[src/rtl/tm1638_serial_xfer.sv]
// ---------------------------------------------------------------------------
// tm1638_serial_xfer
//
// Purpose:
//   TM1638-style 3-wire serial master (STB / CLK / DIO), LSB first, one
//   command byte per transaction.  A write sends the command byte followed by
//   0..WR_BYTES data bytes.  A read sends the command byte, releases DIO for
//   RD_WAIT cycles, then shifts in RD_BYTES key bytes.  DIO is split into
//   out / oe / in so that the top level owns the tristate pad.
//
// Ports:
//   i_Clk, i_Rst       clock, synchronous active-high reset
//   i_Start            start request, accepted only while o_Busy = 0
//   i_Rd               1 = read transaction, 0 = write transaction
//   i_Cmd              command byte
//   i_Len              write data byte count (clamped to WR_BYTES)
//   i_Wr_Data          write bytes, byte k in [8k+7:8k], byte 0 sent first
//   o_Busy             transaction in progress
//   o_Done             one-cycle pulse at the end of every transaction
//   o_Rd_Valid         one-cycle pulse, o_Rd_Data updated (reads only)
//   o_Rd_Data          read bytes, byte k in [8k+7:8k], byte 0 received first
//   o_SPI_Stb          strobe, active low
//   o_SPI_Clk          serial clock, idles high
//   o_SPI_Dio_Out      DIO drive value
//   o_SPI_Dio_Oe       DIO output enable
//   i_SPI_Dio          DIO pad input
// ---------------------------------------------------------------------------
module tm1638_serial_xfer #(
  parameter int HALF_PERIOD = 5,
  parameter int WR_BYTES    = 16,
  parameter int RD_BYTES    = 4,
  parameter int RD_WAIT     = 25,
  parameter int STB_GAP     = 4,
  localparam int LEN_W      = $clog2(WR_BYTES + 1)
) (
  input  logic                  i_Clk,
  input  logic                  i_Rst,
  input  logic                  i_Start,
  input  logic                  i_Rd,
  input  logic [7:0]            i_Cmd,
  input  logic [LEN_W-1:0]      i_Len,
  input  logic [8*WR_BYTES-1:0] i_Wr_Data,
  output logic                  o_Busy,
  output logic                  o_Done,
  output logic                  o_Rd_Valid,
  output logic [8*RD_BYTES-1:0] o_Rd_Data,
  output logic                  o_SPI_Stb,
  output logic                  o_SPI_Clk,
  output logic                  o_SPI_Dio_Out,
  output logic                  o_SPI_Dio_Oe,
  input  logic                  i_SPI_Dio
);

  localparam int TX_MAX_BITS = 8 * (1 + WR_BYTES);
  localparam int RX_BITS     = 8 * RD_BYTES;
  localparam int MAX_BITS    = (TX_MAX_BITS > RX_BITS) ? TX_MAX_BITS : RX_BITS;
  localparam int BIT_W       = $clog2(MAX_BITS + 1);
  localparam int PH_W        = (HALF_PERIOD > 1) ? $clog2(HALF_PERIOD) : 1;
  localparam int WAIT_MAX    = (RD_WAIT > STB_GAP) ? RD_WAIT : STB_GAP;
  localparam int WAIT_W      = (WAIT_MAX > 1) ? $clog2(WAIT_MAX) : 1;

  localparam logic [2:0] S_IDLE    = 3'd0;
  localparam logic [2:0] S_TX_LO   = 3'd1;
  localparam logic [2:0] S_TX_HI   = 3'd2;
  localparam logic [2:0] S_RD_WAIT = 3'd3;
  localparam logic [2:0] S_RX_LO   = 3'd4;
  localparam logic [2:0] S_RX_HI   = 3'd5;
  localparam logic [2:0] S_GAP     = 3'd6;

  logic [2:0]             state;
  logic [PH_W-1:0]        phase_cnt;
  logic [BIT_W-1:0]       bit_cnt;
  logic [BIT_W-1:0]       tx_bits;
  logic [WAIT_W-1:0]      wait_cnt;
  logic                   is_rd;
  logic [TX_MAX_BITS-1:0] tx_shift;
  logic [RX_BITS-1:0]     rx_shift;
  logic [LEN_W-1:0]       len_clamped;
  logic                   phase_last;

  assign phase_last = (phase_cnt == PH_W'(HALF_PERIOD - 1));
  assign o_Busy     = (state != S_IDLE);

  // Oversized write lengths are clamped so the bit counter never runs past
  // the loaded shift register.
  always_comb begin
    len_clamped = i_Len;
    if (i_Len > LEN_W'(WR_BYTES)) begin
      len_clamped = LEN_W'(WR_BYTES);
    end
  end

  // Main sequencer.  The command and write bytes are loaded into one shift
  // register, command in the low byte, so the serial stream is simply its
  // LSB shifted out one bit per SCLK period.  Received bits enter at the top
  // of rx_shift, so after RX_BITS shifts bit 0 holds the first received bit.
  always_ff @(posedge i_Clk) begin
    if (i_Rst) begin
      state      <= S_IDLE;
      phase_cnt  <= '0;
      bit_cnt    <= '0;
      tx_bits    <= '0;
      wait_cnt   <= '0;
      is_rd      <= 1'b0;
      tx_shift   <= '0;
      rx_shift   <= '0;
      o_Done     <= 1'b0;
      o_Rd_Valid <= 1'b0;
      o_Rd_Data  <= '0;
    end else begin
      o_Done     <= 1'b0;
      o_Rd_Valid <= 1'b0;
      case (state)
        S_IDLE: begin
          if (i_Start) begin
            state     <= S_TX_LO;
            is_rd     <= i_Rd;
            tx_shift  <= {i_Wr_Data, i_Cmd};
            tx_bits   <= i_Rd ? BIT_W'(8) : BIT_W'((int'(len_clamped) + 1) * 8);
            phase_cnt <= '0;
            bit_cnt   <= '0;
            wait_cnt  <= '0;
          end
        end
        S_TX_LO: begin
          if (phase_last) begin
            phase_cnt <= '0;
            state     <= S_TX_HI;
          end else begin
            phase_cnt <= phase_cnt + PH_W'(1);
          end
        end
        S_TX_HI: begin
          if (phase_last) begin
            phase_cnt <= '0;
            tx_shift  <= tx_shift >> 1;
            if (bit_cnt == tx_bits - BIT_W'(1)) begin
              bit_cnt  <= '0;
              wait_cnt <= '0;
              state    <= is_rd ? S_RD_WAIT : S_GAP;
            end else begin
              bit_cnt <= bit_cnt + BIT_W'(1);
              state   <= S_TX_LO;
            end
          end else begin
            phase_cnt <= phase_cnt + PH_W'(1);
          end
        end
        S_RD_WAIT: begin
          if (wait_cnt == WAIT_W'(RD_WAIT - 1)) begin
            wait_cnt <= '0;
            state    <= S_RX_LO;
          end else begin
            wait_cnt <= wait_cnt + WAIT_W'(1);
          end
        end
        S_RX_LO: begin
          if (phase_last) begin
            phase_cnt <= '0;
            state     <= S_RX_HI;
          end else begin
            phase_cnt <= phase_cnt + PH_W'(1);
          end
        end
        S_RX_HI: begin
          if (phase_last) begin
            phase_cnt <= '0;
            rx_shift  <= {i_SPI_Dio, rx_shift[RX_BITS-1:1]};
            if (bit_cnt == BIT_W'(RX_BITS - 1)) begin
              bit_cnt  <= '0;
              wait_cnt <= '0;
              state    <= S_GAP;
            end else begin
              bit_cnt <= bit_cnt + BIT_W'(1);
              state   <= S_RX_LO;
            end
          end else begin
            phase_cnt <= phase_cnt + PH_W'(1);
          end
        end
        S_GAP: begin
          if (wait_cnt == WAIT_W'(STB_GAP - 1)) begin
            wait_cnt <= '0;
            state    <= S_IDLE;
            o_Done   <= 1'b1;
            if (is_rd) begin
              o_Rd_Valid <= 1'b1;
              o_Rd_Data  <= rx_shift;
            end
          end else begin
            wait_cnt <= wait_cnt + WAIT_W'(1);
          end
        end
        default: begin
          state <= S_IDLE;
        end
      endcase
    end
  end

  // Pin levels are a pure function of the registered state, so reset and
  // abort return every pin to its idle level on the very next cycle.
  always_comb begin
    o_SPI_Stb     = 1'b1;
    o_SPI_Clk     = 1'b1;
    o_SPI_Dio_Out = 1'b0;
    o_SPI_Dio_Oe  = 1'b0;
    case (state)
      S_TX_LO: begin
        o_SPI_Stb     = 1'b0;
        o_SPI_Clk     = 1'b0;
        o_SPI_Dio_Out = tx_shift[0];
        o_SPI_Dio_Oe  = 1'b1;
      end
      S_TX_HI: begin
        o_SPI_Stb     = 1'b0;
        o_SPI_Dio_Out = tx_shift[0];
        o_SPI_Dio_Oe  = 1'b1;
      end
      S_RD_WAIT: begin
        o_SPI_Stb = 1'b0;
      end
      S_RX_LO: begin
        o_SPI_Stb = 1'b0;
        o_SPI_Clk = 1'b0;
      end
      S_RX_HI: begin
        o_SPI_Stb = 1'b0;
      end
      default: begin
        o_SPI_Stb = 1'b1;
      end
    endcase
  end

endmodule
[config.mk]
export PLATFORM = sky130hd
export DESIGN_NAME = tm1638_serial_xfer
export DESIGN_NICKNAME = d
export VERILOG_FILES = /design/src/rtl/tm1638_serial_xfer.sv
export SDC_FILE = /design/constraint.sdc
export NUM_CORES = 1
export LEC_CHECK = 0
export CAP_MARGIN = 10
export CORE_AREA = 2 2 169 171
export DETAILED_ROUTE_END_ITERATION = 8
export DIE_AREA = 0 0 171 173
export PLACE_DENSITY = 0.69
export SLEW_MARGIN = 20
export SYNTH_ARGS = -nofsm -noshare
export SYNTH_HDL_FRONTEND = slang
export SYNTH_SLANG_ARGS = --single-unit
[constraint.sdc]
create_clock -name i_Clk -period 1.9 [get_ports i_Clk]
set_input_delay 0.38 -clock i_Clk [delete_from_list [all_inputs] [get_ports i_Clk]]
set_output_delay 0.38 -clock i_Clk [all_outputs]
set_load 0.02 [all_outputs]
==> metrics.txt, run 1 <==
TritonCTS clock tree=yes; CTS Buf Count=26; vias in the first global route=8,580; clk buf depth=3; fraction of layout cells with a size suffix above 1=14.2%; Clock Latency Late Sink=530 ps; hold buffer count at cts=0; CP max stage delay=360 ps; most common cell in the synthesized netlist=nand2_1; Hold Fails Final Rpt=0; syn nets=1,421; Hold Path Class=input port to flip-flop; gr ovfl total=0; Layout area overhead=41.1%; Tcrit/Tclk final=102%; CP Data Arrival Time=1570 ps; max layer used=met4; Critical Path Start Type=flip-flop; CP max-delay cell=dfxtp_4; die area=29,600 um^2; Ys Warns=0; fin. max-slew vios=0; # IOs=185; vias=9,447; FP Rows=61; Setup CP Type=flip-flop to output port; mapped cell area=9860 um^2; drt pass-1 iters=5; initial core utilization=35.7%; non-filler cells, final=1,857; post-DR vias/cell=5.09; share of the synthesized area in the top cell type=46.1%; Sinks on Clock Net=227; post-synth top area cell=dfxtp_1; CP delay by family, top=flip-flops; Slew headroom=43.9%; WP buf/inv=1; number of enable flip-flop cells after synthesis=0; largest net degree at the start of global routing=138; IR drop worst, VDD=0.743 mV; failing checks=setup timing; initial antenna violation count=1; Post-synth top flop=dfxtp_1; Clock Skews=10.8 ps; final setup vio count=5; Die X=171 um; Compound-Gate Fraction of Synth Area=20.7%; mux contribution to synthesized area=0.203%; Adder-Cell Fraction of Synth Area=0.888%; worst-path maximum fanout=6; ys async rst share=0%; Fmax achieved=514 MHz; routed wl met2=12,600 um; top cells by count, synth=422 x nand2_1, 227 x dfxtp_1, 154 x nor2_1; main combinational cell family by area after synthesis=simple AND/OR/NAND/NOR gates; FF+latch count, synth=227; Post-DRT Antenna Nets=0; crit end category=output port; htree depth=1; Post-Route M1 WL=12,100 um; post-route cell area=13,900 um^2; Worst-Margin Slew=842 ps; leakage power=5.04 nW; die height=173 um; largest cells by area after synthesis=dfxtp_1 46%, nand2_1 16%, a311oi_1 12%; RePlAce Congestion=0.792; crit path time final=1950 ps; total global-route track usage=16.3%; post-place instance area=12,400 um^2; Worst Slack Setup Final=-46.5 ps; Mean Syn Cell Area=7.78 um^2; Yosys cell types=66; Cell Chain, Critical Path=and2b_1 > o21ba_4 > and2_4 > buf_6; hold_ws=214 ps; placed wire-length estimate=16,900 um; DR DRC count=0; Buffers on Ports=184; post-synthesis simple-gate area fraction=26.3%; placed cell count=1,794; final WL=26,500 um; PwrDens=1310 nW/um^2; CTS clk-pin slew, worst paths=60 ps; WL/cell=14.3 um; post-synthesis xor/xnor area fraction=0.622%; RSZ-0062 raised after global routing=true; met3 wire length=1270 um; Nets=1,612; Core Area=27,600 um^2; status=complete, but fails checks; setup TNS=-141 ps; CP required=1520 ps; Max-cap violations=0; first-pass GRT wire length=40,900 um; Fillers=2,621; Post-Synthesis Cells=1,268; DRT iter0 DRCs=681; post-synthesis sequential area ratio=46.1%; Clock Tree Root=clkbuf_16
-- per-layer routing --
metal,up-vias,GRT usage [%]
met5,-,0
met1,4432,21.5
met3,45,2.79
met2,207,27.4
met4,0,4.70
li1,4763,-
-- worst min-delay path: stages --
cell	delay, ps
buf_6	110
nand2b_1	140
o21ai_1	70
-- what timing repair did --
action,CTS,global route
cloned,0,5
setup buffers,2,8
setup endpoints to repair,22,151
pin swaps,6,62
resized for setup,46,77
-- final timing paths --
check,start,endpoint,slack [ps],cells after the start
max,state[1],o_SPI_Dio_Out,-50,4
min,i_Rst,bit_cnt[7],210,3
max reg2reg,phase_cnt[0],tx_shift[124],-20,9
min reg2reg,o_Rd_Data[14],o_Rd_Data[14],450,2
-- flip-flops by register name, summed over array words and instances, names as in the netlist --
| register | flops |
|---|---|
| tx_shift | 136 |
| o_Rd_Data | 32 |
| state | 3 |
| bit_cnt | 8 |
| wait_cnt | 5 |
| rx_shift | 32 |
| o_Done | 1 |
| phase_cnt | 3 |
| is_rd | 1 |
| tx_bits | 5 |
| o_Rd_Valid | 1 |
-- layout make-up --
type,count,area (um^2),share of cell area [%]
Timing Repair Buffer,272,2860,20.6
Antenna cell,1,2.50,0.0180
Clock inverter,10,115,0.827
Clock buffer,37,763,5.48
Inverter,10,37.5,0.270
Sequential cell,227,4570,32.8
Tap cell,378,473,3.40
Multi-Input combinational cell,922,5100,36.6
-- cells in the final DEF, fill, tap and decap left out, types with 13 or more instances in the layout --
cell and n:
buf_4 58, a21oi_1 85, dfxtp_1 218, clkbuf_16 31, nand2_1 421, nor2_1 145, a311oi_2 13, clkdlybuf4s50_1 175
a311oi_1 127, buf_12 14
-- metrics by stage --
stage               util [%]  worst slack (ps)  total power [W]
floorplan                  -              54.9           0.0101
global placement        45.1             -71.0           0.0121
detailed placement      45.1              -130           0.0123
CTS                     48.6             -65.2           0.0175
global route            50.4              -104           0.0193
finish                  50.4             -46.5           0.0182
-- power by group --
part / switching, W / leakage [nW] / internal [W]
registers: 0.000503 / 1.86 / 0.00569
logic: 0.00376 / 2.75 / 0.00316
clock network: 0.00200 / 0.424 / 0.00307
total: 0.00627 / 5.04 / 0.0119
-- cells by family (layout without fill, tap and decap cells) --
| family | Yosys count | count (layout) |
|---|---|---|
| simple gates | 637 | 637 |
| compound gates | 269 | 269 |
| fa+ha+maj | 7 | 7 |
| mux | 2 | 2 |
| flops | 227 | 227 |
| xor+xnor | 7 | 7 |
| buf+inv | 119 | 329 |
| other cells | 0 | 1 |
(Power assumes the default switching activity.)
==> run 2: changes to the inputs <==
--- a/config.mk
+++ b/config.mk
@@ -7,10 +7,12 @@
 export LEC_CHECK = 0
 export CAP_MARGIN = 10
 export CORE_AREA = 2 2 169 171
+export CTS_BUF_LIST = sky130_fd_sc_hd__clkbuf_4
 export DETAILED_ROUTE_END_ITERATION = 8
 export DIE_AREA = 0 0 171 173
 export PLACE_DENSITY = 0.69
-export SLEW_MARGIN = 20
+export REMOVE_ABC_BUFFERS = 1
+export SLEW_MARGIN = 10
 export SYNTH_ARGS = -nofsm -noshare
 export SYNTH_HDL_FRONTEND = slang
 export SYNTH_SLANG_ARGS = --single-unit
==> run 2 against run 1 <==
Compared with the run above: maximum frequency down 8.9%; sequential power up 1%; clock skew up 32 ps; cell area up 7.9%; count of clock-buffer cells in the layout grew 56; flip-flop and latch count unchanged; final cell count increased by 4.8%; critical path depth unchanged; largest cell class unchanged; the flow still finishes with violations (setup timing); highest routed layer unchanged; global-route usage rose by 0.66 points; power is 8.5% higher.
==> metrics.txt, run 2 (synthesis gave the netlist of run 1 again) <==
Worst Hold Path EP=tx_shift[82]; Largest regs=tx_shift: 136 flops, o_Rd_Data: 32 flops, rx_shift: 32 flops; status=complete, but fails checks; die height=173 um; first-pass GRT wire length=42,500 um; clk buf depth=3; Crit Reg-Reg Endpoint=tx_shift[117]; DR DRC count=0; Fmax achieved=468 MHz; FP Rows=61; Tcrit/Tclk final=113%; hold_ws=272 ps; Hold Path Class=input port to flip-flop; drt pass-1 iters=5; max reg flops=136; CTS Buf Count=60; Clock Latency Late Sink=710 ps; IR drop worst, VDD=0.636 mV; DRT iter0 DRCs=705; R2R setup slack=-100 ps; total global-route track usage=17.0%; failing checks=setup timing; worst reg2reg path depth=11; Worst-Margin Slew=689 ps; CTS clk-pin slew, worst paths=70 ps; Max-cap violations=0; Comb pwr share=46.9%; Setup CP Type=flip-flop to output port; vias=10,200; Critical Path Start Type=flip-flop; initial core utilization=35.7%; Core Area=27,600 um^2; vias in the first global route=8,911; Die X=171 um; RSZ-0062 raised after global routing=true; die area=29,600 um^2; crit end category=output port; Fillers=2,494; r2r startpoint=phase_cnt[0]; final WL=30,300 um; TritonCTS clock tree=yes; # IOs=185; Sinks on Clock Net=227; placed wire-length estimate=16,500 um; Post-DRT Antenna Nets=0; Worst Slack Setup Final=-238 ps; fraction of layout cells with a size suffix above 1=25.0%; Reg area=4560 um^2; Layout area overhead=52.4%; Hold Startpoint=i_Wr_Data[74]; fin. max-slew vios=0; post-route cell area=15,000 um^2; htree depth=2; post-place instance area=12,400 um^2; setup TNS=-2270 ps; Net Sw Frac=36.7%; worst-path maximum fanout=6; final setup vio count=37; post-DR vias/cell=5.22; Buffers on Ports=184; internal power=0.0125 W; Hold Path Stages=3; PwrDens=1310 nW/um^2; largest net degree at the start of global routing=138; Power Total=0.0197 W; WL/cell=15.6 um; Multi-input gate area=5610 um^2; Most flops, register=tx_shift; RePlAce Congestion=0.831; sequential share of power=31.8%; Clk pwr share=21.2%; sw power=0.00725 W; crit path time final=2140 ps; Slew headroom=54.1%; Hold Fails Final Rpt=0; CP Data Arrival Time=1760 ps; Clock Tree Root=clkbuf_4; Clock Skews=42.4 ps; commonest non-fill, non-tap cell in the layout=nand2_1; gr ovfl total=0; initial antenna violation count=1; CP required=1520 ps; commonest cells after routing, fill and taps aside=422 x nand2_1, 217 x dfxtp_1, 144 x clkdlybuf4s50_1; leakage power=5.63 nW; worst setup path startpoint=state[1]; Nets=1,680
-- run 2: changes by cell type in the layout (fill, tap and decap cells not counted), sizes merged --
cell / change
clkinv: +4
buf: +19
clkbuf: +70
clkdlybuf4s50: -31
inv: -1
dlymetal6s2s: -3
bufinv: -2
clkinvlp: -1
dlygate4sd3: +1
dlygate4sd2: +34
-- run 2: worst max-delay path by stage --
stage          cells after the start            end
2_1_floorplan                      6    tx_shift[0]
3_3_place_gp                       7  tx_shift[132]
3_5_place_dp                       7  tx_shift[134]
4_1_cts                            4  o_SPI_Dio_Out
5_1_grt                            4  o_SPI_Dio_Out
6_report                           4  o_SPI_Dio_Out
-- run 2: layer usage --
metal | routed length (um) | GRT usage [%]
met4 | 588 | 5.16
met3 | 1990 | 3.57
met1 | 13200 | 23.1
met2 | 14500 | 26.9
met5 | 0 | 0
-- run 2: stage by stage --
stage / worst slack, ps / util [%] / instances
floorplan: -13340 / - / 1159
global placement: -85.0 / 44.7 / 1778
detailed placement: -137 / 44.7 / 1778
CTS: -272 / 48.6 / 1895
global route: -305 / 54.4 / 1947
finish: -238 / 54.4 / 1947
-- run 2: final cells by class --
| cell class | count | area share [%] |
|---|---|---|
| tap | 378 | 3.15 |
| inverter | 10 | 0.250 |
| clock buffer | 93 | 4.65 |
| timing repair buffer | 306 | 23.9 |
| antenna | 1 | 0.0167 |
| clock inverter | 10 | 0.341 |
| multi-input combinational | 922 | 37.4 |
| sequential | 227 | 30.4 |
-- run 2: timing repair --
item / CTS / global route
gates resized for setup: 99 / 184
endpoints found under the hold margin: 19 / 0
hold buffers: 1 / 0
gates cloned: 3 / 30
pin swaps: 13 / 91
buffers inserted: 10 / 22
endpoints found under the setup margin: 128 / 187
-- run 2: worst max-delay path: stages (launching register included) --
cell,delay [ps]
dfxtp_4,380
and2b_1,210
o21ba_4,200
and2_4,150
buf_6,120
-- run 2: power by group through the flow --
stage	sequential [W]	combinational (W)	clock, W
after floorplan	0.00550	0.00250	0
after global placement	0.00621	0.00574	0
after detailed placement	0.00624	0.00588	0
after CTS	0.00616	0.00650	0.00430
after global routing	0.00638	0.00995	0.00457
final	0.00628	0.00926	0.00419
